<file path="src/rtl/sync_fifo_pkg.sv">
// Shared constants and types for the sync_fifo block.
// Optional occupancy output is enabled by defining SYNC_FIFO_OCCUPANCY_EN.
package sync_fifo_pkg;

  localparam int FIFO_WIDTH_DEF     = 8;
  localparam int FIFO_DEPTH_DEF     = 16;
  localparam int FIFO_PTR_WIDTH_DEF = $clog2(FIFO_DEPTH_DEF);

  // Pointer pattern: logic [PTR_WIDTH:0]. The low PTR_WIDTH bits address
  // storage and the MSB is the wrap bit that separates full from empty.
  // This typedef covers the default depth. Modules with a non-default
  // DEPTH declare their own local copy of the same shape.
  typedef logic [FIFO_PTR_WIDTH_DEF:0] ptr_t;

endpackage

</file>
<file path="src/rtl/sync_fifo_if.sv">
// Producer/consumer handshake bundle for sync_fifo.
// The count signal exists only when SYNC_FIFO_OCCUPANCY_EN is defined.
interface sync_fifo_if
  import sync_fifo_pkg::*;
#(
  parameter int WIDTH     = FIFO_WIDTH_DEF,
  parameter int DEPTH     = FIFO_DEPTH_DEF,
  parameter int PTR_WIDTH = $clog2(DEPTH)
) ();

  logic [WIDTH-1:0] wdata;
  logic [WIDTH-1:0] rdata;
  logic             wr_en;
  logic             rd_en;
  logic             empty;
  logic             full;
  logic             wr_error;
  logic             rd_error;
`ifdef SYNC_FIFO_OCCUPANCY_EN
  logic [PTR_WIDTH:0] count;
`endif

  // Producer/consumer side.
  modport master (
    output wdata, wr_en, rd_en,
    input  rdata, empty, full, wr_error, rd_error
`ifdef SYNC_FIFO_OCCUPANCY_EN
    , input count
`endif
  );

  // FIFO side.
  modport slave (
    input  wdata, wr_en, rd_en,
    output rdata, empty, full, wr_error, rd_error
`ifdef SYNC_FIFO_OCCUPANCY_EN
    , output count
`endif
  );

endinterface

</file>
<file path="src/rtl/sync_fifo_mem.sv">
// DEPTH x WIDTH storage with one write port and one registered read port.
// The array is not reset. Only the read data register clears on reset,
// so rdata starts at zero.
module sync_fifo_mem #(
  parameter int WIDTH     = 8,
  parameter int DEPTH     = 16,
  parameter int PTR_WIDTH = $clog2(DEPTH)
) (
  input  logic                 clk,
  input  logic                 rst_n,
  input  logic                 we,
  input  logic [PTR_WIDTH-1:0] waddr,
  input  logic [WIDTH-1:0]     wdata,
  input  logic                 re,
  input  logic [PTR_WIDTH-1:0] raddr,
  output logic [WIDTH-1:0]     rdata
);

  logic [WIDTH-1:0] mem_q [DEPTH];
  logic [WIDTH-1:0] rdata_q;

  // Storage write. There is no reset so this can map onto plain flops or RAM.
  always_ff @(posedge clk) begin
    if (we) mem_q[waddr] <= wdata;
  end

  // Registered read. The value holds until the next accepted read.
  always_ff @(posedge clk or negedge rst_n) begin
    if (!rst_n)  rdata_q <= '0;
    else if (re) rdata_q <= mem_q[raddr];
  end

  assign rdata = rdata_q;

endmodule

</file>
<file path="src/rtl/sync_fifo.sv">
// Single-clock FIFO: pointers, full/empty flags and overflow/underflow
// error pulses. Storage lives in sync_fifo_mem.
// Define SYNC_FIFO_OCCUPANCY_EN to add the combinational count output.
// DEPTH must be a power of two and at least 2.
module sync_fifo
  import sync_fifo_pkg::*;
#(
  parameter int WIDTH     = FIFO_WIDTH_DEF,
  parameter int DEPTH     = FIFO_DEPTH_DEF,
  parameter int PTR_WIDTH = $clog2(DEPTH)
) (
  input  logic        clk,
  input  logic        reset,
  sync_fifo_if.slave  bus
);

  typedef logic [PTR_WIDTH:0] fifo_ptr_t;
  localparam fifo_ptr_t PTR_ONE = fifo_ptr_t'(1);

  fifo_ptr_t wr_ptr_q, wr_ptr_d;
  fifo_ptr_t rd_ptr_q, rd_ptr_d;
  logic      wr_error_q, wr_error_d;
  logic      rd_error_q, rd_error_d;
  logic      empty, full;
  logic      wr_accept, rd_accept;

  assign empty = (wr_ptr_q == rd_ptr_q);
  assign full  = (wr_ptr_q[PTR_WIDTH-1:0] == rd_ptr_q[PTR_WIDTH-1:0]) &&
                 (wr_ptr_q[PTR_WIDTH] != rd_ptr_q[PTR_WIDTH]);

  // A request is judged only against the flags at this edge, so a
  // simultaneous read cannot make room for a write in the same cycle.
  assign wr_accept = bus.wr_en & ~full;
  assign rd_accept = bus.rd_en & ~empty;

  // Next-state logic for the pointers and error pulses.
  always_comb begin
    wr_ptr_d   = wr_ptr_q;
    rd_ptr_d   = rd_ptr_q;
    wr_error_d = bus.wr_en & full;
    rd_error_d = bus.rd_en & empty;
    if (wr_accept) wr_ptr_d = wr_ptr_q + PTR_ONE;
    if (rd_accept) rd_ptr_d = rd_ptr_q + PTR_ONE;
  end

  // State registers. Asserting reset clears them at once, mid-stream included.
  always_ff @(posedge clk or negedge reset) begin
    if (!reset) begin
      wr_ptr_q   <= '0;
      rd_ptr_q   <= '0;
      wr_error_q <= 1'b0;
      rd_error_q <= 1'b0;
    end else begin
      wr_ptr_q   <= wr_ptr_d;
      rd_ptr_q   <= rd_ptr_d;
      wr_error_q <= wr_error_d;
      rd_error_q <= rd_error_d;
    end
  end

  sync_fifo_mem #(
    .WIDTH     (WIDTH),
    .DEPTH     (DEPTH),
    .PTR_WIDTH (PTR_WIDTH)
  ) u_mem (
    .clk   (clk),
    .rst_n (reset),
    .we    (wr_accept),
    .waddr (wr_ptr_q[PTR_WIDTH-1:0]),
    .wdata (bus.wdata),
    .re    (rd_accept),
    .raddr (rd_ptr_q[PTR_WIDTH-1:0]),
    .rdata (bus.rdata)
  );

  assign bus.empty    = empty;
  assign bus.full     = full;
  assign bus.wr_error = wr_error_q;
  assign bus.rd_error = rd_error_q;

`ifdef SYNC_FIFO_OCCUPANCY_EN
  // The wrap bit makes the modular difference cover 0..DEPTH.
  assign bus.count = wr_ptr_q - rd_ptr_q;
`endif

endmodule

</file>
<file path="src/flat_wrapper.sv">
// flat-port wrapper written by rule: the top's interface ports become plain ports
module sync_fifo_flat import sync_fifo_pkg::*;
#(
  parameter int WIDTH     = FIFO_WIDTH_DEF,
  parameter int DEPTH     = FIFO_DEPTH_DEF,
  parameter int PTR_WIDTH = $clog2(DEPTH)
)
  (clk, reset, bus_wdata, bus_wr_en, bus_rd_en, bus_rdata, bus_empty, bus_full, bus_wr_error, bus_rd_error);
  sync_fifo_if #(.WIDTH(WIDTH), .DEPTH(DEPTH), .PTR_WIDTH(PTR_WIDTH)) bus_i ();
  input  logic clk;
  input  logic reset;
  input wire logic [$bits(bus_i.wdata)-1:0] bus_wdata;
  input wire logic [$bits(bus_i.wr_en)-1:0] bus_wr_en;
  input wire logic [$bits(bus_i.rd_en)-1:0] bus_rd_en;
  output wire logic [$bits(bus_i.rdata)-1:0] bus_rdata;
  output wire logic [$bits(bus_i.empty)-1:0] bus_empty;
  output wire logic [$bits(bus_i.full)-1:0] bus_full;
  output wire logic [$bits(bus_i.wr_error)-1:0] bus_wr_error;
  output wire logic [$bits(bus_i.rd_error)-1:0] bus_rd_error;
  assign bus_i.wdata = bus_wdata;
  assign bus_i.wr_en = bus_wr_en;
  assign bus_i.rd_en = bus_rd_en;
  assign bus_rdata = bus_i.rdata;
  assign bus_empty = bus_i.empty;
  assign bus_full = bus_i.full;
  assign bus_wr_error = bus_i.wr_error;
  assign bus_rd_error = bus_i.rd_error;
  sync_fifo #(.WIDTH(WIDTH), .DEPTH(DEPTH), .PTR_WIDTH(PTR_WIDTH)) u_core (.clk(clk), .reset(reset), .bus(bus_i));
endmodule
</file>
<file path="config.mk">
export PLATFORM = sky130hd
export DESIGN_NAME = sync_fifo_flat
export DESIGN_NICKNAME = d
export VERILOG_FILES = /design/src/rtl/sync_fifo_pkg.sv /design/src/rtl/sync_fifo_if.sv /design/src/rtl/sync_fifo_mem.sv /design/src/rtl/sync_fifo.sv /design/src/flat_wrapper.sv
export SDC_FILE = /design/constraint.sdc
export NUM_CORES = 1
export LEC_CHECK = 0
export ABC_AREA = 1
export BUFFER_PORTS_ARGS = -buffer_cell sky130_fd_sc_hd__buf_4
export CORE_ASPECT_RATIO = 1.25
export CORE_MARGIN = 5
export CORE_UTILIZATION = 50
export DETAILED_ROUTE_END_ITERATION = 12
export GPL_ROUTABILITY_DRIVEN = 0
export PLACE_DENSITY = 0.72
export SLEW_MARGIN = 5
export SYNTH_ARGS = -nofsm -noshare
export SYNTH_HDL_FRONTEND = slang
export SYNTH_SLANG_ARGS = --single-unit
</file>
<file path="constraint.sdc">
create_clock -name clk -period 3.2 [get_ports clk]
set_clock_uncertainty 0.15 [all_clocks]
set_input_delay 0.48 -clock clk [delete_from_list [all_inputs] [get_ports clk]]
set_output_delay 0.48 -clock clk [all_outputs]
set_load 0.02 [all_outputs]
</file>
==> qor.txt <==
Status -> complete, no violations
Post-CTS setup buffers -> 0
RSZ-0062 raised after global routing -> no
Grt ovf -> 0
GRT Util Overall -> 20.3%
Hold Startpoint -> bus_rd_en
DRC -> 0
Die width -> 113 um
CP Capture Type -> flip-flop
Crit path kind -> flip-flop to flip-flop
Period minus WS final -> 2.90 ns
Count leader, synth -> nand2_1
Synth cell types -> 22
Area delta synth->final -> 14.3%
Vias in the first global route -> 4709
Via count -> 4673
Slew @ Worst Pin -> 1.15 ns
Starting Density -> 50.6%
Worst R2R Start -> u_core.rd_ptr_q[2]$_DFFE_PN0P_
Clock root buffer -> clkbuf_16
Crit path from -> u_core.rd_ptr_q[2]$_DFFE_PN0P_
Area leader, netlist -> edfxtp_1
DR pass1 iterations -> 6
CTS H-tree depth -> 4
Share of the synthesized area in the top cell type -> 57.7%
Row cnt -> 47
Antenna-violating nets left -> 0
Mean Syn Cell Area -> 9.62 sq um
Fmax -> 344 MHz
Final setup vio count -> 0
Relative slew slack -> 22.6%
Starting DRC count in detailed routing -> 445
Cell Pwr Density -> 901 nW/um^2
Max FO, Critical Path -> 23
Synth cell count leaders -> 253 x nand2_1, 132 x inv_1, 128 x edfxtp_1
Worst Path Required -> 3.08 ns
Peak VDD IR -> 0.000543 V
Critical Path Start Type -> flip-flop
Max-cap viol count -> 0
EDFF count, synth -> 128
Area of the mapped netlist -> 6660 sq um
Die footprint -> 15700 sq um
Seq/Total Area, Yosys -> 65.2%
Die height -> 139 um
CTS tree -> built
HPWL Detailed -> 9780 um
Fin Setup TNS -> 0 ns
CTS Buf Count -> 17
First-pass GRT wire length -> 24100 um
Nets -> 731
Ys async rst share -> 13.5%
Main synth FF type -> edfxtp_1
Fraction of layout instances using a drive strength above 1 -> 9.63%
Tightest Hold Check Type -> input port to flip-flop
Boundary Pins -> 24
Initial antenna violation count -> 0
CP Cell Sequence -> xor2_1, nor2_1, nand3_2, nand2_2, nor3_1
Syn Nets -> 709
IO Port Bufs -> 23
Pleak -> 3.50 nW
Power, Total -> 6.86 mW
Skew-Pair Late Insertion Delay -> 0.41 ns
Wire length per cell -> 16.9 um
Critical path's largest stage delay -> 0.99 ns
Core area -> 13200 sq um
Vias per cell -> 5.20
Synth top area cells -> edfxtp_1 58%, nand2_1 14%, dfrtp_1 7.5%, inv_1 7.4%, nand3_1 6.2%
Max Root-Sink Buffers -> 2
Max-slew violations -> 0
N_diodes -> 0
Synth Register Bits -> 148
Yosys warnings -> 0
Clock-pin slew of the registers on the worst-case setup and hold paths -> 0.06 ns
WP data arrival -> 2.78 ns
Synthesized instance count -> 692
Final wirelength -> 15200 um
Clk sinks -> 148
Largest net degree at the start of global routing -> 66
Fin crit share -> 90.8%
Hold Vio Cnt, Final -> 0
Slowest cell on crit path -> nor3_1
## repair_timing
| item | in CTS | in global routing |
|---|---|---|
| endpoints found under the hold margin | 20 | 0 |
| resized for setup | 0 | 0 |
| hold buffers | 1 | 0 |
| setup endpoints to repair | 0 | 0 |
## metrics by stage
stage	instances	setup slack, ns	hold WS, ns	util, %	area [sq um]
2_1_floorplan	692	1.04	0.0344	-	6660
6_report	898	0.296	0.148	57.8	7610
5_1_grt	898	0.111	0.155	57.8	7610
3_3_place_gp	865	0.436	0.226	52.8	6960
4_1_cts	898	0.342	0.137	57.8	7610
3_5_place_dp	865	0.331	0.230	52.8	6960
## kinds of logic after synthesis
logic type | synth area share (%)
AND/OR/NAND/NOR | 22.4
buffers and inverters | 9.94
flip-flops | 65.2
XOR/XNOR | 1.18
adder cells (fa/ha/maj) | 0.939
AO/OA/AOI/OAI | 0.282
## metal layers
metal  routed length [um]  global-route usage [%]  part of all wire, %
met3                  852                    4.06                  5.6
met4                  565                    9.11                  3.7
met2                 7500                    33.1                   49
met5                    0                       0                    0
met1                 6290                    26.2                   41
## cell usage in the layout (no fill, tap or decap), types with 4 or more instances in the layout
cell type and instances:
clkbuf_16 17, dfrtp_1 19, nor2_1 4, xor2_1 5, clkbuf_1 4, ha_1 5, buf_4 29, nand3_1 83
nor3_1 15, xnor2_1 4, nand2_1 253, inv_2 6, bufinv_16 5, edfxtp_1 128, inv_1 132
## sequential cells by signal (all words and copies together), names as in the netlist
signal,flops
u_core.rd_ptr_q,5
u_core.bus.wr_error,1
u_core.u_mem.mem_q,128
u_core.u_mem.rdata,8
u_core.bus.rd_error,1
u_core.wr_ptr_q,5
## report_power, final
group | internal [mW] | total [mW] | switching (mW)
Clock | 1.43 | 2.16 | 0.730
Combinational | 0.658 | 2.17 | 1.51
Sequential | 2.36 | 2.54 | 0.176
Total | 4.44 | 6.86 | 2.41
## path summary, 6_finish.rpt
check / end / slack (ns) / depth (start not counted)
min in group asynchronous: u_core.u_mem.rdata[4]$_DFFE_PN0P_ / 0.34 / 2
max in group asynchronous: u_core.rd_ptr_q[0]$_DFFE_PN0P_ / 2.33 / 2
max: u_core.u_mem.mem_q[4][2]$_DFFE_PP_ / 0.30 / 5
min reg2reg: u_core.u_mem.rdata[5]$_DFFE_PN0P_ / 0.34 / 2
min: u_core.bus.rd_error$_DFF_PN0_ / 0.15 / 3
max reg2reg: u_core.u_mem.mem_q[4][2]$_DFFE_PP_ / 0.30 / 5
## layout make-up
| class | instances | area [sq um] |
|---|---|---|
| Fill cell | 1098 | 5560 |
| Tap cell | 171 | 214 |
| Sequential cell | 148 | 4350 |
| Clock buffer | 23 | 468 |
| Inverter | 140 | 526 |
| Clock inverter | 9 | 178 |
| Timing Repair Buffer | 30 | 228 |
| Multi-Input combinational cell | 377 | 1650 |
## critical path: cells and delay by family, from the launching register on
kind,cells,cell delay (ns)
XOR/XNOR,1,0.19
AND/OR/NAND/NOR,4,1.50
flip-flops,1,0.68
(Power assumes the default switching activity.)
